==> config.mk <==
export PLATFORM = sky130hd
export DESIGN_NAME = fifo_read_packer_flat
export DESIGN_NICKNAME = d
export VERILOG_FILES = /design/src/rtl/fifo_read_packer_if.sv /design/src/rtl/fifo_read_packer.sv /design/src/flat_wrapper.sv
export SDC_FILE = /design/constraint.sdc
export NUM_CORES = 1
export LEC_CHECK = 0
export ABC_CLOCK_PERIOD_IN_PS = 3570
export CORE_ASPECT_RATIO = 0.8
export CORE_MARGIN = 1.5
export CORE_UTILIZATION = 53
export CTS_BUF_LIST = sky130_fd_sc_hd__clkbuf_8 sky130_fd_sc_hd__clkbuf_16
export CTS_CLUSTER_SIZE = 40
export DETAILED_ROUTE_END_ITERATION = 8
export GPL_TIMING_DRIVEN = 0
export PLACE_DENSITY = 0.8
export SLEW_MARGIN = 5
export SYNTH_ARGS = -nofsm -noshare
export SYNTH_HDL_FRONTEND = slang
export SYNTH_SLANG_ARGS = --single-unit
==> constraint.sdc <==
create_clock -name rclk -period 3.57 [get_ports rclk]
set_clock_uncertainty 0.1 [all_clocks]
set_input_delay 0.5355 -clock rclk [delete_from_list [all_inputs] [get_ports rclk]]
set_output_delay 0.5355 -clock rclk [all_outputs]
set_load 0.05 [all_outputs]
==> src/rtl/fifo_read_packer_if.sv <==
// rtl/fifo_read_packer_if.sv - FIFO read port, flush request and packed-word stream bundle
//
// Purpose: groups the FIFO read-side handshake (empty/readData/rinc), the
// flush request and the packed output word stream (out_data/out_keep/
// out_valid/out_ready) of fifo_read_packer.
// Modports:
//   master - the packer: drives rinc and out_*, samples empty/readData/flush/out_ready
//   slave  - the environment (FIFO + downstream consumer)
interface fifo_read_packer_if #(
  parameter int DATA_WIDTH     = 8,
  parameter int BYTES_PER_WORD = 4
);
  logic                                 empty;
  logic [DATA_WIDTH-1:0]                readData;
  logic                                 rinc;
  logic                                 flush;
  logic [DATA_WIDTH*BYTES_PER_WORD-1:0] out_data;
  logic [BYTES_PER_WORD-1:0]            out_keep;
  logic                                 out_valid;
  logic                                 out_ready;

  modport master (
    input  empty, readData, flush, out_ready,
    output rinc, out_data, out_keep, out_valid
  );

  modport slave (
    output empty, readData, flush, out_ready,
    input  rinc, out_data, out_keep, out_valid
  );
endinterface

==> src/rtl/fifo_read_packer.sv <==
// rtl/fifo_read_packer.sv - packs FIFO bytes little-endian into wide words with flush
//
// Purpose: pops entries from a first-word-fall-through FIFO read port and
// packs BYTES_PER_WORD of them into one word (first byte in lane 0). A flush
// request emits a partially filled word with a lane-valid mask.
// Ports:
//   rclk       - read-domain clock
//   rrst       - asynchronous active-high reset
//   bus        - fifo_read_packer_if.master: empty/readData in, rinc out,
//                flush in, out_data/out_keep/out_valid out, out_ready in
//   word_count - count of completed output handshakes, wraps
module fifo_read_packer #(
  parameter int DATA_WIDTH     = 8,
  parameter int BYTES_PER_WORD = 4,
  parameter int COUNT_WIDTH    = 16
) (
  input  logic                   rclk,
  input  logic                   rrst,
  fifo_read_packer_if.master     bus,
  output logic [COUNT_WIDTH-1:0] word_count
);
  localparam int DW = DATA_WIDTH;
  localparam int N  = BYTES_PER_WORD;
  localparam int IW = $clog2(BYTES_PER_WORD);
  localparam int WW = DW * N;

  logic [WW-1:0]          acc, acc_n;
  logic [IW-1:0]          idx, idx_n;
  logic                   flush_pending, flush_pending_n;
  logic [WW-1:0]          data_q, data_n;
  logic [N-1:0]           keep_q, keep_n;
  logic                   valid_q, valid_n;
  logic [COUNT_WIDTH-1:0] count_n;

  logic                   slot_free;
  logic                   completing;
  logic                   pop;
  logic [N-1:0]           lane_mask;

  assign slot_free  = !valid_q || bus.out_ready;
  assign completing = (idx == IW'(N - 1));

  // Lanes below the fill index hold popped bytes.
  always_comb begin
    lane_mask = '0;
    for (int k = 0; k < N; k++) begin
      lane_mask[k] = (k < int'(idx));
    end
  end

  // State register
  always_ff @(posedge rclk or posedge rrst) begin
    if (rrst) begin
      acc           <= '0;
      idx           <= '0;
      flush_pending <= 1'b0;
      data_q        <= '0;
      keep_q        <= '0;
      valid_q       <= 1'b0;
      word_count    <= '0;
    end else begin
      acc           <= acc_n;
      idx           <= idx_n;
      flush_pending <= flush_pending_n;
      data_q        <= data_n;
      keep_q        <= keep_n;
      valid_q       <= valid_n;
      word_count    <= count_n;
    end
  end

  // Next-state logic
  always_comb begin
    acc_n           = acc;
    idx_n           = idx;
    flush_pending_n = flush_pending;
    data_n          = data_q;
    keep_n          = keep_q;
    valid_n         = valid_q;
    count_n         = word_count;

    if (valid_q && bus.out_ready) begin
      valid_n = 1'b0;
      count_n = word_count + COUNT_WIDTH'(1);
    end

    if (pop) begin
      if (completing) begin
        // The last byte bypasses acc straight into the slot, so a word
        // boundary costs no extra cycle.
        data_n = acc;
        data_n[(N-1)*DW +: DW] = bus.readData;
        keep_n  = '1;
        valid_n = 1'b1;
        idx_n   = '0;
        acc_n   = '0;
      end else begin
        acc_n[int'(idx)*DW +: DW] = bus.readData;
        idx_n = idx + IW'(1);
      end
    end

    // pop is blocked while a flush is pending, so the two branches never
    // both load the slot in one cycle.
    if (!flush_pending) begin
      flush_pending_n = bus.flush;
    end else if (idx == '0) begin
      flush_pending_n = 1'b0;
    end else if (slot_free) begin
      // acc lanes above idx are already zero because acc is cleared on
      // every emit.
      data_n          = acc;
      keep_n          = lane_mask;
      valid_n         = 1'b1;
      idx_n           = '0;
      acc_n           = '0;
      flush_pending_n = 1'b0;
    end
  end

  // Outputs
  always_comb begin
    pop = !rrst && !bus.empty && !flush_pending && !(completing && !slot_free);
  end

  assign bus.rinc      = pop;
  assign bus.out_data  = data_q;
  assign bus.out_keep  = keep_q;
  assign bus.out_valid = valid_q;
endmodule

==> src/flat_wrapper.sv <==
// flat-port wrapper written by rule: the top's interface ports become plain ports
module fifo_read_packer_flat 
#(
  parameter int DATA_WIDTH     = 8,
  parameter int BYTES_PER_WORD = 4,
  parameter int COUNT_WIDTH    = 16
)
  (rclk, rrst, word_count, bus_empty, bus_readData, bus_flush, bus_out_ready, bus_rinc, bus_out_data, bus_out_keep, bus_out_valid);
  fifo_read_packer_if #(.DATA_WIDTH(DATA_WIDTH), .BYTES_PER_WORD(BYTES_PER_WORD)) bus_i ();
  input  logic rclk;
  input  logic rrst;
  output logic [COUNT_WIDTH-1:0] word_count;
  input wire logic [$bits(bus_i.empty)-1:0] bus_empty;
  input wire logic [$bits(bus_i.readData)-1:0] bus_readData;
  input wire logic [$bits(bus_i.flush)-1:0] bus_flush;
  input wire logic [$bits(bus_i.out_ready)-1:0] bus_out_ready;
  output wire logic [$bits(bus_i.rinc)-1:0] bus_rinc;
  output wire logic [$bits(bus_i.out_data)-1:0] bus_out_data;
  output wire logic [$bits(bus_i.out_keep)-1:0] bus_out_keep;
  output wire logic [$bits(bus_i.out_valid)-1:0] bus_out_valid;
  assign bus_i.empty = bus_empty;
  assign bus_i.readData = bus_readData;
  assign bus_i.flush = bus_flush;
  assign bus_i.out_ready = bus_out_ready;
  assign bus_rinc = bus_i.rinc;
  assign bus_out_data = bus_i.out_data;
  assign bus_out_keep = bus_i.out_keep;
  assign bus_out_valid = bus_i.out_valid;
  fifo_read_packer #(.DATA_WIDTH(DATA_WIDTH), .BYTES_PER_WORD(BYTES_PER_WORD), .COUNT_WIDTH(COUNT_WIDTH)) u_core (.rclk(rclk), .rrst(rrst), .bus(bus_i), .word_count(word_count));
endmodule
==> results.json <==
{
  "outcome": "completed",
  "synth_edf_count": 0,
  "setup_viol": 0,
  "finalCritPeriodShare_pct": 89.06,
  "wirelength_um": 8508,
  "whs_ps": 389.5,
  "crit_family": "buffers and inverters",
  "dp_cells": 510,
  "maxCapViolCount": 0,
  "postCtsSetupBuffers": 0,
  "powerDensity_mw_per_mm2": 669.1,
  "ant_nets": 0,
  "layout_common_cells": "dfrtp_1 (88), clkdlybuf4s50_1 (66), nand2_1 (53)",
  "synth_nets": 376,
  "core-area_mm2": 0.006959,
  "cp_num_cells": 6,
  "antenna_found_initial": 0,
  "die_height_um": 79.23,
  "peakVddDrop_v": 0.0003878,
  "p_leak_nw": 2.218,
  "tightest_slew_ps": 601.7,
  "syn_area_per_cell_um2": 10.81,
  "worst_r2r_path_depth": 8,
  "drive_above_1_share_pct": 11.85,
  "grt_max_degree": 46,
  "post-route-worst-setup-slack_ps": 390.5,
  "grtUsageTotal_pct": 23.31,
  "n_fill_cell": 519,
  "rows": 27,
  "critPathSlowestCell": "clkdlybuf4s50_1",
  "synth.yosys.warnings": 0,
  "start_util_pct": 55.32,
  "clk_latency_ps": 360,
  "finalHoldViolations": 0,
  "drv_slew": 0,
  "endpoint_kind": "output port",
  "final_common_cell": "dfrtp_1",
  "grt_pass1_wl_um": 14250,
  "arrival_ps": 2540,
  "drtPass1Iterations": 4,
  "htreeDepth": 3,
  "yosysSeqAreaShare_pct": 57.20,
  "syn-cell-area_mm2": 0.003850,
  "synthDistinctLibCells": 33,
  "relSlewSlack_pct": 59.52,
  "hpwl_um": 6093,
  "path_cells": "clkdlybuf4s50_1 > nor3_4 > buf_6 > nand2_1 > inv_1 > clkdlybuf4s50_1",
  "max_clock_freq_ghz": 0.3145,
  "cts_tree": "yes",
  "clkTransAtPathRegs_ps": 90,
  "viasPerCell": 5.631,
  "dp_slack_ps": 386.7,
  "worstSetupPathType": "primary input to output port",
  "required_ps": 2930,
  "crit_path_start_kind": "primary input",
  "clock_path_buffers": 2,
  "boundaryPins": 67,
  "synth_cells": 356,
  "antenna_cells": 0,
  "fin_crit_ps": 3179,
  "clockRootBuffer": "clkbuf_8",
  "rsz0062_at_grt": "false",
  "wl_per_cell_um": 16.17,
  "area.growth.synth_to_final_pct": 25.51,
  "vias": 2962,
  "fin_cells": 526,
  "ys.flop_type": "dfrtp_1",
  "hp-class": "flip-flop to flip-flop",
  "async_reset_ff_share_pct": 100.0,
  "drtIter0Drc": 240,
  "critPathMaxFanout": 10,
  "drc": 0,
  "crit_buf_inv": 4,
  "finalPower_mw": 3.233,
  "port_buffers": 66,
  "cts_hold_buf": 0,
  "fin_nets": 454,
  "cts.repair.resized": 0,
  "utilization_pct": 69.44,
  "die_w_um": 98.29,
  "grt_pass1_vias": 2885,
  "die_area_mm2": 0.007788,
  "worst_path_largest_cell_delay_ps": 790,
  "gp_congestion": 0.8579,
  "grt_remaining_overflow": 0,
  "holdPathStages": 1,
  "cts_buffers": 9,
  "clock-sinks": 88,
  "synth_seq_cells": 88,
  "critPathMostFrequentCell": "clkdlybuf4s50_1"
}
==> worst reg2reg max path, cell delays in order (launching register included) <==
cell and delay (ps):
dfrtp_1 500, inv_1 190, ha_1 320, nor2b_1 240, nand2_1 170, nand2_1 130, buf_6 170, buf_8 170
mux2_4 310
==> cell type report <==
type	count	area, um2	area share [%]
plain buffers	17	97.59	2.020
clock buffers	11	151.4	3.133
clock inverters	5	38.79	0.8027
inverters	6	25.02	0.5179
multi-input cells	245	1528	31.62
flip-flops and latches	88	2202	45.57
well taps	87	108.9	2.253
repair buffers	67	680.7	14.09
==> synthesized netlist by cell type, types with 5 or more instances <==
| cell | instances | area share [%] |
|---|---|---|
| nand2_1 | 53 | 5.2 |
| a21oi_1 | 49 | 6.4 |
| mux2_1 | 7 | 2.0 |
| inv_1 | 6 | 0.58 |
| nand3_1 | 39 | 5.1 |
| xnor2_1 | 12 | 2.7 |
| dfrtp_1 | 88 | 57 |
| o21ai_0 | 5 | 0.65 |
| nand4_1 | 5 | 0.81 |
| buf_2 | 6 | 0.78 |
| clkbuf_1 | 7 | 0.68 |
| nor2_1 | 21 | 2.0 |
| mux2_2 | 9 | 2.6 |
| mux2_4 | 10 | 3.9 |
| and3_1 | 8 | 1.3 |
| ha_1 | 7 | 2.3 |
==> metrics by stage <==
step | setup TNS [ps] | cell area (um2)
after detailed placement | 0 | 4642
after floorplan | 0 | 3850
after global routing | 0 | 4832
after global placement | -58430 | 4619
after CTS | 0 | 4832
final | 0 | 4832
==> registers in the layout, summed over array words and instances (netlist names) <==
signal and flops:
u_core.acc 32, u_core.bus.out_data 32, u_core.word_count 16, u_core.flush_pending 1, u_core.bus.out_keep 4, u_core.bus.out_valid 1, u_core.idx 2
==> path summary, 6_finish.rpt <==
check                                                        from                                 to  slack, ps
worst max-delay path                                         rrst                           bus_rinc        390
worst min-delay path            u_core.word_count[15]$_DFFE_PP0P_  u_core.word_count[15]$_DFFE_PP0P_        390
worst max register to register            u_core.idx[0]$_DFF_PP0_  u_core.bus.out_data[15]$_DFF_PP0_       1160
worst min register to register  u_core.word_count[15]$_DFFE_PP0P_  u_core.word_count[15]$_DFFE_PP0P_        390
max in group asynchronous                                    rrst            u_core.acc[4]$_DFF_PP0_       2180
min in group asynchronous                                    rrst     u_core.flush_pending$_DFF_PP0_        580
==> cells by family after synthesis <==
family | count (synthesis) | share of synthesized area [%]
compound gates | 56 | 7.475
fa+ha+maj | 7 | 2.275
mux | 26 | 8.580
flops | 88 | 57.20
simple gates | 141 | 17.94
buf+inv | 23 | 3.120
xor+xnor | 15 | 3.413
==> power breakdown <==
part / leakage, nW / internal [mW] / switching (mW)
clock: 0.0963 / 0.296 / 0.357
combinational: 0.932 / 0.428 / 0.850
sequential: 1.19 / 1.17 / 0.137
total: 2.22 / 1.89 / 1.34
==> per-layer routing <==
layer,global-route usage (%),up-vias,part of all wire (%)
li1,-,1384,-
met1,31.99,1465,45
met2,36.44,103,47
met3,6.426,10,6.1
met4,7.183,0,1.0
met5,0,-,0
Power figures use the tool's default switching activity.
